## src/rtl/frame_buffer_ctrl.sv

```systemverilog
// frame_buffer_ctrl: frame-buffer controller between the UART pixel receiver
// and the display scanner. Receive mode streams W*H pixels into a single-port
// SRAM at sequential addresses; display mode maps (x,y) to y*W+x through a
// three-cycle read pipeline and returns BG_COLOR outside the image.
// Optional build macro: FB_SCALE_EN (coordinates shifted right by SCALE_SH).
//
// FSM states
//   state  | meaning
//   IDLE   | no frame activity, counters and flags cleared
//   RECV   | frame reception in progress, one SRAM write per rx_valid
//   DONE   | full frame stored, further rx_valid flagged as overflow
//   DISP   | display reads, pipelined one coordinate per cycle
module frame_buffer_ctrl #(
  parameter int               W        = 50,
  parameter int               H        = 40,
  parameter int               PIX_W    = 12,
  parameter int               ADDR_W   = 15,
  parameter logic [PIX_W-1:0] BG_COLOR = '0,
  parameter int               SCALE_SH = 1
) (
  input  logic              clk,
  input  logic              rst,
  input  logic [7:0]        state,
  input  logic              rx_valid,
  input  logic [PIX_W-1:0]  rx_data,
  input  logic [9:0]        x_addr,
  input  logic [9:0]        y_addr,
  output logic [PIX_W-1:0]  pixel_data,
  output logic              pixel_valid,
  output logic              image_receiving,
  output logic              image_complete,
  output logic              rx_overflow,
  output logic [ADDR_W-1:0] spram_addr,
  output logic [PIX_W-1:0]  spram_wr_data,
  output logic              spram_wre,
  input  logic [PIX_W-1:0]  spram_rd_data
);

  typedef enum logic [1:0] {
    S_IDLE = 2'd0,
    S_RECV = 2'd1,
    S_DONE = 2'd2,
    S_DISP = 2'd3
  } fsm_t;

  localparam int              NPIX = W * H;
  localparam logic [ADDR_W:0] LAST = (ADDR_W + 1)'(NPIX - 1);
  localparam logic [15:0]     W16  = 16'(W);
  localparam logic [15:0]     H16  = 16'(H);

  fsm_t              fsm;
  fsm_t              fsm_nxt;
  logic [ADDR_W:0]   pix_cnt;
  logic              mode_idle;
  logic              mode_recv;
  logic              mode_disp;
  logic              wr_en;
  logic              last_wr;
  logic              disp_run;
  logic [9:0]        xs;
  logic [9:0]        ys;
  logic              in_rng;
  logic [ADDR_W-1:0] rd_addr;
  logic              in_d1;
  logic              in_d2;

  assign mode_idle = (state == 8'h01);
  assign mode_recv = (state == 8'h02);
  assign mode_disp = (state == 8'h03);

  // pix_cnt stays at or below LAST while receiving, so the guard also stops any wrap
  assign wr_en    = (fsm == S_RECV) && rx_valid && mode_recv && (pix_cnt <= LAST);
  assign last_wr  = wr_en && (pix_cnt == LAST);

  // the pipeline runs only while DISP is held; an exit clears it on the same edge
  assign disp_run = (fsm == S_DISP) && !mode_idle;

`ifdef FB_SCALE_EN
  assign xs = x_addr >> SCALE_SH;
  assign ys = y_addr >> SCALE_SH;
`else
  assign xs = x_addr;
  assign ys = y_addr;
`endif

  assign in_rng  = ({6'd0, xs} < W16) && ({6'd0, ys} < H16);
  assign rd_addr = ADDR_W'(ys) * ADDR_W'(W) + ADDR_W'(xs);

  // state register
  always_ff @(posedge clk or posedge rst) begin
    if (rst) fsm <= S_IDLE;
    else     fsm <= fsm_nxt;
  end

  // next-state decode from the top-level mode byte
  always_comb begin
    fsm_nxt = fsm;
    if (mode_idle) begin
      fsm_nxt = S_IDLE;
    end else begin
      case (fsm)
        S_IDLE: begin
          if (mode_recv)      fsm_nxt = S_RECV;
          else if (mode_disp) fsm_nxt = S_DISP;
        end
        S_RECV: begin
          if (mode_disp)    fsm_nxt = S_DISP;
          else if (last_wr) fsm_nxt = S_DONE;
        end
        S_DONE: begin
          if (mode_disp) fsm_nxt = S_DISP;
        end
        default: fsm_nxt = fsm;
      endcase
    end
  end

  // pixel counter and frame status flags
  always_ff @(posedge clk or posedge rst) begin
    if (rst) begin
      pix_cnt         <= '0;
      image_receiving <= 1'b0;
      image_complete  <= 1'b0;
      rx_overflow     <= 1'b0;
    end else if (mode_idle) begin
      pix_cnt         <= '0;
      image_receiving <= 1'b0;
      image_complete  <= 1'b0;
      rx_overflow     <= 1'b0;
    end else begin
      if (fsm == S_IDLE && mode_recv) begin
        pix_cnt         <= '0;
        image_receiving <= 1'b1;
      end
      if (wr_en) begin
        pix_cnt <= pix_cnt + 1'b1;
        if (last_wr) begin
          image_complete  <= 1'b1;
          image_receiving <= 1'b0;
        end
      end
      if (fsm == S_RECV && mode_disp) image_receiving <= 1'b0;
      if (mode_recv && rx_valid && fsm != S_RECV) rx_overflow <= 1'b1;
    end
  end

  // SRAM port: write address/data on receive, read address while displaying
  always_ff @(posedge clk or posedge rst) begin
    if (rst) begin
      spram_addr    <= '0;
      spram_wr_data <= '0;
      spram_wre     <= 1'b0;
    end else begin
      spram_wre <= wr_en;
      if (wr_en) begin
        spram_addr    <= pix_cnt[ADDR_W-1:0];
        spram_wr_data <= rx_data;
      end else if (disp_run) begin
        spram_addr <= rd_addr;
      end
    end
  end

  // range flag follows the read through the SRAM latency, then selects the pixel
  always_ff @(posedge clk or posedge rst) begin
    if (rst) begin
      in_d1       <= 1'b0;
      in_d2       <= 1'b0;
      pixel_valid <= 1'b0;
      pixel_data  <= BG_COLOR;
    end else begin
      in_d1       <= disp_run && in_rng;
      in_d2       <= disp_run && in_d1;
      pixel_valid <= disp_run && in_d2;
      pixel_data  <= (disp_run && in_d2) ? spram_rd_data : BG_COLOR;
    end
  end

endmodule

```

## config.mk

```make
export PLATFORM = sky130hd
export DESIGN_NAME = frame_buffer_ctrl
export DESIGN_NICKNAME = d
export VERILOG_FILES = /design/src/rtl/frame_buffer_ctrl.sv
export SDC_FILE = /design/constraint.sdc
export NUM_CORES = 1
export LEC_CHECK = 0
export CORE_MARGIN = 2
export CORE_UTILIZATION = 50
export CTS_CLUSTER_DIAMETER = 200
export DETAILED_ROUTE_END_ITERATION = 8
export GPL_ROUTABILITY_DRIVEN = 0
export HOLD_SLACK_MARGIN = 0.12
export PLACE_DENSITY = 0.81
export RECOVER_POWER = 25
export REMOVE_ABC_BUFFERS = 1
export SLEW_MARGIN = 20
export SYNTH_ARGS = -nofsm -noshare
export SYNTH_HDL_FRONTEND = slang
export SYNTH_SLANG_ARGS = --single-unit
```

## constraint.sdc

```tcl
create_clock -name clk -period 4 [get_ports clk]
set_clock_uncertainty 0.1 [all_clocks]
set_input_delay 1.2 -clock clk [delete_from_list [all_inputs] [get_ports clk]]
set_output_delay 1.2 -clock clk [all_outputs]
set_load 0.01 [all_outputs]
```

==> results summary, run 1 <==
The run finished, with violations left. The checks that failed: negative setup slack. The share of cells above drive strength 1 is 22.26%. Registers take 1602 sq um. The worst setup slack after layout came out at -0.3140 ns.

Data on the critical path is required at its endpoint by 4.15 ns. The number of hold-slack violations in the final timing report is 0. The cell count of the worst reg-to-reg path came out at 7. The clock edge transition at the registers on the reported setup and hold paths is 0.07 ns. TritonCTS built the clock tree.

The worst setup path is captured at a flip-flop. The first global-routing pass estimated 17810 microns of wire. The internal power summed over all cells is 1.732 mW. The final routed wirelength across all metal layers is 11700 microns. The max capacitance violation total is 0. The final critical path time including I/O delays and setup is 4.314 ns.

The sink count of the clock tree is 64. For this design the total switching power over the nets is 0.9906 mW. At the pin with the least slew margin, the transition time is 1.158 ns. Walking the worst path, the cells encountered are buf_8 -> ha_4 -> ha_4 -> fa_1 -> ha_4 -> a211oi_1 -> nor2_1 -> o311a_1 -> buf_4 -> nand3_1 -> nand4_1 -> a211o_1 -> and3_1. The synthesized design contains 64 register bits. The sum of net half-perimeters after detailed placement came out at 7627 microns. The initial standard-cell utilization of the core came out at 50.90%. The reported leakage power is 2.906 nW. The count of nets left with antenna violations once routing finished came out at 0. The vertical extent of the die is 95.00 microns. The number of cell rows is 33. In this run the count of I/O pins placed on the die edge is 99. Derived from the worst setup path, the maximum achievable clock frequency is 0.2318 GHz. The worst register-to-register path begins at pix_cnt[11]. Sorting the synthesized cells by area gives the leading types as dfrtp_1 39%, ha_1 15%, nand2_1 6.0%.

After routing the design area is 6265 sq um. Compared with the post-synthesis result, the final layout area differs by 51.31%. Clock tree synthesis selected as its root buffer the cell clkbuf_8. In this run the tool buffered the top-level ports with 98 buffer cells. The part of the power in the clock network came out at 18.6%. At the worst endpoint, the arrival time is 4.46 ns. The number of inserted diodes came out at 0. Synthesis handed over a netlist of 452 instances. The total overflow left after global routing is 0.

The worst-skew pair later-pin latency came out at 0.35 ns. The overall routing resource usage came out at 25.30%. Setup repair after global routing could not meet its margin everywhere.

The cell that appears most often on the critical path is ha_4. The portion of total power attributed to combinational logic came out at 53.2%. Registers are responsible for 28.2% of the overall power. In the finished design, the share of the clock period the worst path needs comes to 107.8%. The H-tree depth reported by CTS came out at 3. The horizontal extent of the die came out at 95.00 microns. For this run, the detailed router's first-pass iteration total came to 4. The switching part of the total is 36.38%. The number of clock buffers inserted by TritonCTS came out at 9. After synthesis, the largest area contributor takes up 38.68% of total cell area. The post-synth design cell area is 4140 sq um. The number of global-route vias before repair came out at 3859. The core occupancy in the finished layout came out at 77.02%. The normalized max-slew margin came out at 22.79%. The average size of a mapped cell came out at 9.160 sq um. The number of buffers between clock root and the deepest sink came out at 2. The count of routing violations after the opening detailed-route iteration is 224. The maximum number of pins on one net before global-route repair came out at 43.

The core region is 8134 sq um. The kind of critical path is input port to flip-flop. The share of synthesized flip-flops with an asynchronous set or reset is 100.0%. The fill cell instance count of the final layout came out at 512. The vias per cell is 5.443.

The post-route DRC violation count is 0. The post-synthesis sequential area ratio came out at 38.68%. In this run, distinct cell masters in the synthesized netlist total 49. The average wire length per cell after detail routing came out at 16.34 microns.

The count of warnings emitted by yosys came out at 0. The largest fanout of any net on the critical path came out at 4. The most frequently used flop master after synthesis is dfrtp_1. The critical path starts at y_addr[3].

Across the VDD grid, the largest voltage drop is 0.1974 mV. The worst reg2reg path endpoint is fsm[0]. The final-report max-slew violation count is 0. The final setup violation count came out at 5. The routed via count came out at 3897. The delay of the slowest cell on the worst path is 0.61 ns. In this run the cell area measured after placement is 5585 sq um. In this run the power density over the cells is 434.6 nW/um^2. Following the worst setup path forward leads to its endpoint at spram_addr[14]. The worst min-delay path category is flip-flop to flip-flop. The cell at the slowest stage of the critical path is a211oi_1. The initial antenna violation count is 0.

STA classifies the critical path startpoint as an input port. The number of enable flip-flop cells after synthesis is 0. The full die area is 9024 sq um.

The library cell occupying the most area in the post-synthesis netlist is dfrtp_1. The internal reg-to-reg setup slack is 1.57 ns. The area of combinational cells with multiple inputs is 2770 sq um. The number of nets at the end of the flow is 718.

After layout, the design draws a total of 2.723 mW.
[cells by family after synthesis]
group / Yosys count / share of synthesized area, %
xor gates and xnor gates: 19 / 4.019
buffers and inverters: 47 / 4.291
muxes: 3 / 0.7253
AOI/OAI and AO/OA: 92 / 14.05
DFF: 64 / 38.68
and+or+nand+nor: 170 / 19.92
adders and majority gates: 57 / 18.31
[metal layers]
metal  up-vias  global-route usage [%]  wire length (microns)  part of all wire, %
li1       1852                       -                      -                    -
met1      1871                   29.08                   4594                   39
met2       139                   46.57                   6163                   53
met3        35                   4.868                    563                  4.8
met4         0                   8.937                    375                  3.2
met5         -                       0                      0                    0
[repair_timing]
action / in CTS / in global routing
endpoints found under the setup margin: 8 / 6
resized for setup: 84 / 28
hold buffers: 0 / 0
pin swaps: 39 / 25
hold endpoints to repair: 0 / 0
buffers inserted: 5 / 5
[cell type report]
cell class                      count  share of cell area [%]
Clock buffer                       10                   2.197
Sequential cell                    64                   25.56
Timing Repair Buffer              156                   23.15
Multi-Input combinational cell    341                   44.22
Tap cell                          105                   2.097
Inverter                           34                   2.077
Clock inverter                      6                  0.6990
[sequential cells by signal (all words and copies together) (netlist names), 2 cells and up]
| signal | count |
|---|---|
| fsm | 2 |
| pix_cnt | 16 |
| spram_addr | 15 |
| pixel_data | 12 |
| spram_wr_data | 12 |
[critical path: cells and delay by family]
| kind | cells | cell delay, ns |
|---|---|---|
| compound gates | 3 | 1.31 |
| fa+ha+maj | 4 | 1.14 |
| simple gates | 4 | 0.54 |
| buf+inv | 2 | 0.26 |
[worst min-delay path by stage]
stage | startpoint | end | slack, ns | cells past startpoint
finish | in_d1 | in_d2 | 0.38 | 1
global route | pix_cnt[11] | pix_cnt[11] | 0.41 | 1
CTS | in_d1 | in_d2 | 0.38 | 1
detailed placement | spram_wr_data[6] | spram_wr_data[6] | 0.36 | 2
global placement | spram_wr_data[8] | spram_wr_data[8] | 0.36 | 2
floorplan | pix_cnt[11] | pix_cnt[11] | 0.35 | 1
[cell usage after synthesis (2+ instances only)]
cell       n
a211oi_1   6
a21boi_0   3
a21o_1     6
a21oi_1   22
a31oi_1    5
and2_1    21
and3_1     9
clkbuf_1  12
dfrtp_1   64
fa_1       6
ha_1      51
inv_1     34
mux2i_1    3
nand2_1   66
nand3_1    7
nand3b_1   4
nand4_1    2
nor2_1    33
nor2b_1    8
nor3_1     6
nor4_1     2
o211ai_1   4
o21a_1     2
o21ai_0   30
o31ai_1    2
or2_2      2
or3_1      2
or4_1      2
xnor2_1   13
xor2_1     6
[cell usage in the layout, fill, tap and decap left out, drive strengths merged, types with 3 or more instances in the layout]
master / synthesis / layout
clkdlybuf4s50: 0 / 89
nand2: 66 / 66
dfrtp: 64 / 64
buf: 1 / 61
ha: 51 / 51
inv: 34 / 34
nor2: 33 / 33
o21ai: 31 / 31
a21oi: 22 / 22
and2: 21 / 21
xnor2: 13 / 13
clkbuf: 12 / 12
and3: 9 / 9
nor2b: 8 / 8
nand3: 7 / 7
nor3: 7 / 7
xor2: 6 / 6
a21o: 6 / 6
a211oi: 6 / 6
a31oi: 6 / 6
fa: 6 / 6
clkinv: 0 / 5
o211ai: 4 / 4
nand3b: 4 / 4
a21boi: 3 / 3
or4: 3 / 3
mux2i: 3 / 3
[power groups by stage]
stage                     sequential, mW  clock (mW)  combinational (mW)
final                              0.767       0.508                1.45
after global routing               0.774       0.541                1.54
after CTS                          0.766       0.514                1.22
after detailed placement           0.776           0                1.07
after global placement             0.773           0                1.03
after floorplan                    0.805           0               0.554
[stage by stage]
| stage | TNS (ns) | hold slack [ns] | setup slack [ns] | std cells |
|---|---|---|---|---|
| 2_1_floorplan | -2.029 | 0.3545 | -0.6478 | 439 |
| 3_3_place_gp | -6.822 | 0.3585 | -1.104 | 693 |
| 3_5_place_dp | -7.715 | 0.3614 | -1.189 | 693 |
| 4_1_cts | -0.4074 | 0.3789 | -0.1990 | 712 |
| 5_1_grt | -1.264 | 0.4081 | -0.3358 | 716 |
| 6_report | -0.7124 | 0.3765 | -0.3140 | 716 |
Power figures use the tool's default switching activity.
==> run 2, diff against run 1 <==
--- a/config.mk
+++ b/config.mk
@@ -5,6 +5,7 @@
 export SDC_FILE = /design/constraint.sdc
 export NUM_CORES = 1
 export LEC_CHECK = 0
+export CORE_ASPECT_RATIO = 1.5
 export CORE_MARGIN = 2
 export CORE_UTILIZATION = 50
 export CTS_CLUSTER_DIAMETER = 200
==> results summary, run 2 (same netlist as run 1, synthesis figures left out) <==
The number of hold-slack violations in the final timing report came out at 0 (unchanged). The area growth from synthesis to layout is 51.19% (was 51.31%). The flip-flop count of the largest register, all copies and words added is 16 (unchanged). Critical Path, Cell by Cell: buf_8 -> ha_4 -> ha_4 -> fa_2 -> ha_4 -> buf_4 -> a21oi_2 -> xnor2_2 -> ha_4 -> buf_4 -> a21oi_4 -> nand2_1 -> o221ai_2 -> nor2b_1 -> xnor2_1 -> a211oi_1 (was buf_8 -> ha_4 -> ha_4 -> fa_1 -> ha_4 -> a211oi_1 -> nor2_1 -> o311a_1 -> buf_4 -> nand3_1 -> nand4_1 -> a211o_1 -> and3_1). The dominant cell type by count on the critical path is ha_4 (unchanged). The max capacitance violation total came out at 1 (was 0). The worst ir drop on vdd is 0.3097 mV (was 0.1974 mV). The met2 global-route usage came out at 50.63% (was 46.57%). The reg-to-reg startpoint is pix_cnt[11] (unchanged). The startpoint of the tightest hold check path is spram_wr_data[0] (was in_d1). The commonest non-fill, non-tap cell in the layout is clkdlybuf4s50_1 (unchanged).

The number of buffers between clock root and the deepest sink came out at 2 (unchanged). The cell at the slowest stage of the critical path is fa_2 (was a211oi_1). The final setup violation count came to 6 (was 5).

The worst setup slack after layout is -0.2280 ns (was -0.3140 ns). The count of hold-fix buffers inserted at cts was 0 (unchanged). Failing checks: max-capacitance violations, max-slew violations, negative setup slack (was negative setup slack). The horizontal extent of the die was 78.30 microns (was 95.00 microns).

The number of clock buffers inserted by TritonCTS is 9 (unchanged). The full die area was 9039 sq um (was 9024 sq um). The kind of end point of the critical path was a flip-flop (unchanged). The average wire length per cell after detail routing is 16.52 microns (was 16.34 microns). The worst min-delay path category was flip-flop to flip-flop (unchanged).

The worst-skew pair later-pin latency is 0.33 ns (was 0.35 ns). The global-route met3 utilization came out at 3.660% (was 4.868%). The initial antenna violation count is 0 (unchanged). The sink of the worst hold path is spram_wr_data[0] (was in_d2). The H-tree depth reported by CTS is 3 (unchanged). The number of global-route vias before repair was 4034 (was 3859).

The area of all sequential standard cells came to 1602 sq um (unchanged). The number of inserted diodes came to 0 (unchanged). The kind of critical path is input port to flip-flop (unchanged). The overall routing resource usage is 26.03% (was 25.30%).

The maximum number of pins on one net before global-route repair came out at 48 (was 43). The number of nets at the end of the flow came out at 720 (was 718). The largest fanout of any net on the critical path was 3 (was 4). The register ranked first by flip-flop count is pix_cnt (unchanged).

The maximum clock frequency was 0.2365 GHz (was 0.2318 GHz). Registers with the most flip-flops: pix_cnt (16), spram_addr (15) (unchanged). The share of cells above drive strength 1 is 21.21% (was 22.26%). The final critical path time including I/O delays and setup came out at 4.228 ns (was 4.314 ns).

The vias per cell is 5.511 (was 5.443). The data required time of the worst path came out at 4.14 ns (was 4.15 ns). The core occupancy in the finished layout is 78.17% (was 77.02%). The count of routing violations after the opening detailed-route iteration is 281 (was 224). The placeable core region came out at 8008 sq um (was 8134 sq um). The sum of net half-perimeters after detailed placement is 7995 microns (was 7627 microns). The global routing met1 resource utilization is 26.66% (was 29.08%).

The worst-case setup slack after placement came out at -1.212 ns (was -1.189 ns). The global-route wire length before repair came out at 18450 microns (was 17810 microns). The worst reg2reg path endpoint is fsm[0] (unchanged). The vertical extent of the die is 115.4 microns (was 95.00 microns). The internal reg-to-reg setup slack came out at 1.55 ns (was 1.57 ns).

The number of cell rows came out at 40 (was 33). The delay of the slowest cell on the worst path is 0.59 ns (was 0.61 ns). The cell count of the worst reg-to-reg path came out at 7 (unchanged).

The area of combinational cells with multiple inputs is 2681 sq um (was 2770 sq um). The overall power of the completed layout came out at 2.879 mW (was 2.723 mW). The final routed wirelength across all metal layers was 11860 microns (was 11700 microns). The data arrival time of the critical path is 4.36 ns (was 4.46 ns). RSZ-0062 raised after global routing: yes (unchanged). The normalized max-slew margin came out at -11.39% (was 22.79%). The final clock period utilization by the worst path was 105.7% (was 107.8%). The final global-route overflow total is 0 (unchanged). The first-pass iteration count of the detailed router was 4 (unchanged). The clock edge transition at the registers on the reported setup and hold paths is 0.05 ns (was 0.07 ns). The initial standard-cell utilization of the core is 51.70% (was 50.90%).

The routed via count is 3957 (was 3897). The startpoint class of the critical path was an input port (unchanged). The CTS tree is built (unchanged). The post-route DRC violation count came out at 0 (unchanged). The reported leakage power came to 2.950 nW (was 2.906 nW). The transition at the pin with the smallest max-transition slack is 1.669 ns (was 1.158 ns).

The number of instances on the worst hold path was 2 (was 1). Most used cells in the layout excluding fill and tap cells: 88 x clkdlybuf4s50_1, 65 x nand2_1, 64 x dfrtp_1, 59 x buf_4, 33 x ha_1 (was 89 x clkdlybuf4s50_1, 65 x nand2_1, 64 x dfrtp_1, 50 x buf_4, 33 x ha_1). The final-report max-slew violation count is 48 (was 0).

The most heavily used metal layer in global routing was met2 (unchanged). The number of port buffers is 98 (unchanged). The cell at the root of the clock tree is clkbuf_16 (was clkbuf_8). Result of the run: finished, violations left (unchanged).

The power density relative to cell area is 459.9 nW/um^2 (was 434.6 nW/um^2). The sink count of the clock tree is 64 (unchanged). The number of top-level pins is 99 (unchanged). The fill cell instance count of the final layout came out at 504 (was 512). The remaining antenna violation count after routing is 0 (unchanged).
==> run 2: cell types whose count changed in the layout (fill, tap and decap cells not counted), moves of 4 or more <==
cell,delta
buf_4,+9
buf_6,-4
clkbuf_8,-7
clkbuf_16,+9
==> run 2: layout make-up <==
| cell class | count | area share [%] |
|---|---|---|
| clock buffers | 14 | 4.377 |
| clock inverters | 2 | 0.1999 |
| inverters | 34 | 2.039 |
| multi-input cells | 341 | 42.83 |
| flip-flops and latches | 64 | 25.58 |
| well taps | 105 | 2.099 |
| repair buffers | 158 | 22.87 |
==> run 2: what timing repair did <==
action | in CTS | in global routing
resized for setup | 61 | 30
endpoints found under the setup margin | 9 | 8
pin swaps | 35 | 26
setup buffers | 6 | 3
==> run 2: through the flow <==
step,instances,area [sq um],setup TNS (ns),hold slack (ns)
after floorplan,439,4090,-2.029,0.3545
after global placement,693,5585,-7.124,0.3562
after detailed placement,693,5585,-7.798,0.3623
after CTS,715,6115,-0.8134,0.3787
after global routing,718,6260,-1.680,0.4002
final,718,6260,-1.028,0.3751
==> run 2: how the worst max path moves through the flow <==
stage | start | to | slack (ns) | depth (start not counted)
2_1_floorplan | y_addr[2] | spram_addr[14] | -0.65 | 15
3_3_place_gp | y_addr[3] | spram_addr[14] | -1.11 | 17
3_5_place_dp | y_addr[3] | spram_addr[14] | -1.21 | 17
4_1_cts | y_addr[3] | spram_addr[14] | -0.25 | 17
5_1_grt | y_addr[2] | spram_addr[14] | -0.33 | 17
6_report | y_addr[2] | spram_addr[11] | -0.23 | 16
==> run 2: report_power, final <==
part	internal (mW)	switching, mW
logic	0.734	0.644
clock network	0.469	0.261
registers	0.724	0.0461
total	1.93	0.952
==> run 2: critical path, delay by kind of cell <==
| family | cells | cell delay [ns] |
|---|---|---|
| AO/OA/AOI/OAI | 4 | 0.77 |
| XOR/XNOR | 2 | 0.32 |
| adder cells (fa/ha/maj) | 5 | 1.48 |
| buffers and inverters | 3 | 0.40 |
| AND/OR/NAND/NOR | 2 | 0.19 |
==> run 2: metal layers <==
| metal | part of all wire (%) | up-vias |
|---|---|---|
| met5 | 0 | - |
| met4 | 4.8 | 0 |
| met3 | 4.7 | 41 |
| met2 | 56 | 140 |
| met1 | 34 | 1913 |
| li1 | - | 1863 |
==> run 3, diff against run 2 <==
--- a/config.mk
+++ b/config.mk
@@ -15,6 +15,7 @@
 export PLACE_DENSITY = 0.81
 export RECOVER_POWER = 25
 export REMOVE_ABC_BUFFERS = 1
+export SKIP_CTS_REPAIR_TIMING = 1
 export SLEW_MARGIN = 20
 export SYNTH_ARGS = -nofsm -noshare
 export SYNTH_HDL_FRONTEND = slang
==> results summary, run 3 (same netlist as run 1, synthesis figures left out) <==
Result of the run: finished, violations left (unchanged). The largest fanout of any net on the critical path came out at 4 (was 3). The reg-to-reg startpoint is pix_cnt[11] (unchanged). The number of global-route vias before repair is 3749 (was 4034).

The remaining antenna violation count after routing came out at 0 (unchanged). Critical Path, Cell by Cell: buf_8 -> ha_4 -> ha_4 -> fa_1 -> ha_4 -> nor2b_4 -> o21a_1 -> nor2_1 -> xnor2_1 -> ha_1 -> nand2_1 -> a21oi_2 -> a221oi_2 -> buf_4 -> nor3_2 -> a211o_1 -> and3_1 (was buf_8 -> ha_4 -> ha_4 -> fa_2 -> ha_4 -> buf_4 -> a21oi_2 -> xnor2_2 -> ha_4 -> buf_4 -> a21oi_4 -> nand2_1 -> o221ai_2 -> nor2b_1 -> xnor2_1 -> a211oi_1). The horizontal extent of the die came out at 78.30 microns (unchanged). The number of nets at the end of the flow is 712 (was 720). The summed area of non-filler cells in the final layout is 6108 sq um (was 6260 sq um). The number of inserted diodes came to 0 (unchanged).

The delay of the slowest cell on the worst path is 0.54 ns (was 0.59 ns). The final instance count without filler cells is 710 (was 718). The area of combinational cells with multiple inputs came out at 2575 sq um (was 2681 sq um). The maximum number of pins on one net before global-route repair came to 48 (unchanged). The global-route wire length before repair is 16940 microns (was 18450 microns). The overall routing resource usage is 23.82% (was 26.03%). The first-pass iteration count of the detailed router came out at 4 (unchanged). Most used cells in the layout excluding fill and tap cells: 88 x clkdlybuf4s50_1, 66 x nand2_1, 64 x dfrtp_1, 54 x buf_4, 37 x ha_1 (was 88 x clkdlybuf4s50_1, 65 x nand2_1, 64 x dfrtp_1, 59 x buf_4, 33 x ha_1).

The reported leakage power was 2.923 nW (was 2.950 nW). The count of routing violations after the opening detailed-route iteration came out at 258 (was 281). Failing checks: max-capacitance violations, max-slew violations, negative setup slack (unchanged).

The worst reg2reg path endpoint is fsm[0] (unchanged). The vertical extent of the die came to 115.4 microns (unchanged). The cell count of the worst reg-to-reg path is 7 (unchanged). The final clock period utilization by the worst path is 106.3% (was 105.7%). The number of port buffers came out at 98 (unchanged). The startpoint of the tightest hold check path is spram_wr_data[0] (unchanged). The kind of critical path is input port to flip-flop (unchanged). The CTS tree is built (unchanged). The worst setup slack after layout came out at -0.2507 ns (was -0.2280 ns). The final setup violation count came out at 5 (was 6). The full die area came out at 9039 sq um (unchanged). The final routed wirelength across all metal layers is 10900 microns (was 11860 microns). The initial antenna violation count is 0 (unchanged). The hold slack came out at 0.3750 ns (was 0.3751 ns). The instance area at placement came to 5585 sq um (unchanged).

The number of instances on the worst hold path came out at 2 (unchanged). The H-tree depth reported by CTS is 3 (unchanged). The final critical path time including I/O delays and setup came out at 4.251 ns (was 4.228 ns). The number of hold-slack violations in the final timing report is 0 (unchanged).

The sum of net half-perimeters after detailed placement is 7995 microns (unchanged). The transition at the pin with the smallest max-transition slack came out at 1.683 ns (was 1.669 ns). The average wire length per cell after detail routing was 15.35 microns (was 16.52 microns). The sink count of the clock tree came out at 64 (unchanged).

The final global-route overflow total is 0 (unchanged). The cell at the root of the clock tree is clkbuf_16 (unchanged). The routed via count was 3815 (was 3957). Registers with the most flip-flops: pix_cnt (16), spram_addr (15) (unchanged). The placeable core region came to 8008 sq um (unchanged). The share of cells above drive strength 1 is 16.86% (was 21.21%). The number of buffers between clock root and the deepest sink is 2 (unchanged).

The data required time of the worst path came out at 4.12 ns (was 4.14 ns). The number of placed instances with taps included came out at 693 (unchanged). The worst-skew pair later-pin latency came out at 0.33 ns (about the same). The number of clock buffers inserted by TritonCTS came out at 9 (unchanged). The cell at the slowest stage of the critical path is fa_1 (was fa_2). The final-report max-slew violation count is 48 (unchanged). The dominant cell type by count on the critical path was ha_4 (unchanged). The data arrival time of the critical path was 4.37 ns (was 4.36 ns). The sink of the worst hold path is spram_wr_data[0] (unchanged). The startpoint class of the critical path is an input port (unchanged). The power density relative to cell area came to 441.7 nW/um^2 (was 459.9 nW/um^2).

The core occupancy in the finished layout came to 76.28% (was 78.17%). The commonest non-fill, non-tap cell in the layout was clkdlybuf4s50_1 (unchanged). RSZ-0062 raised after global routing: yes (unchanged). The max capacitance violation total is 1 (unchanged). The register ranked first by flip-flop count is pix_cnt (unchanged).

The normalized max-slew margin was -12.30% (was -11.39%). The internal reg-to-reg setup slack came out at 1.53 ns (was 1.55 ns). The worst ir drop on vdd came out at 0.2915 mV (was 0.3097 mV). The worst min-delay path category is flip-flop to flip-flop (unchanged). The fill cell instance count of the final layout is 534 (was 504). The number of top-level pins is 99 (unchanged). The initial standard-cell utilization of the core is 51.70% (unchanged). The maximum clock frequency is 0.2353 GHz (was 0.2365 GHz). The area growth from synthesis to layout came to 47.54% (was 51.19%). The post-route DRC violation count came out at 0 (unchanged). The clock edge transition at the registers on the reported setup and hold paths came out at 0.05 ns (about the same). The area of all sequential standard cells came out at 1602 sq um (unchanged). The number of cell rows came out at 40 (unchanged).

The kind of end point of the critical path is a flip-flop (unchanged). The vias per cell is 5.373 (was 5.511). The flip-flop count of the largest register, all copies and words added is 16 (unchanged).
==> run 3: cell count changes in the layout (fill, tap and decap cells not counted), moves of 4 or more <==
cell	change
buf_4	-5
dlymetal6s2s_1	+4
ha_1	+4
inv_1	+4
inv_2	-4
==> run 3: layout make-up <==
class,count,area share (%)
multi-input combinational,341,42.15
sequential,64,26.22
timing repair buffer,150,22.70
clock buffer,14,4.486
tap,105,2.151
inverter,34,2.089
clock inverter,2,0.2048
==> run 3: per-stage QoR <==
step	setup TNS (ns)	worst slack, ns	total power [mW]
after floorplan	-2.029	-0.6478	1.359
after global placement	-7.124	-1.114	1.808
after detailed placement	-7.798	-1.212	1.843
after CTS	-4.772	-0.8560	2.579
after global routing	-1.642	-0.3987	2.857
final	-0.8346	-0.2507	2.698
==> run 3: power by group <==
group,internal (mW),switching (mW)
Combinational,0.644,0.560
Clock,0.468,0.258
Sequential,0.724,0.0443
==> run 3: worst max path at each step <==
stage               startpoint              to  slack, ns
floorplan            y_addr[2]  spram_addr[14]      -0.65
global placement     y_addr[3]  spram_addr[14]      -1.11
detailed placement   y_addr[3]  spram_addr[14]      -1.21
CTS                  y_addr[3]  spram_addr[14]      -0.86
global route         y_addr[3]  spram_addr[10]      -0.40
finish               y_addr[3]  spram_addr[14]      -0.25
==> run 3: routing by layer <==
layer  track usage, %  vias up  part of all wire (%)
li1                 -     1844                     -
met3            4.128       26                   3.7
met1            24.83     1846                    36
met4            11.35        0                   3.8
met5                0        -                     0
met2            45.80       99                    56
==> run 3: critical path: cells and delay by family <==
kind	cells	cell delay [ns]
adders and majority gates	5	1.56
AOI/OAI and AO/OA	4	0.70
and+or+nand+nor	5	0.54
buffers and inverters	2	0.27
xor gates and xnor gates	1	0.09
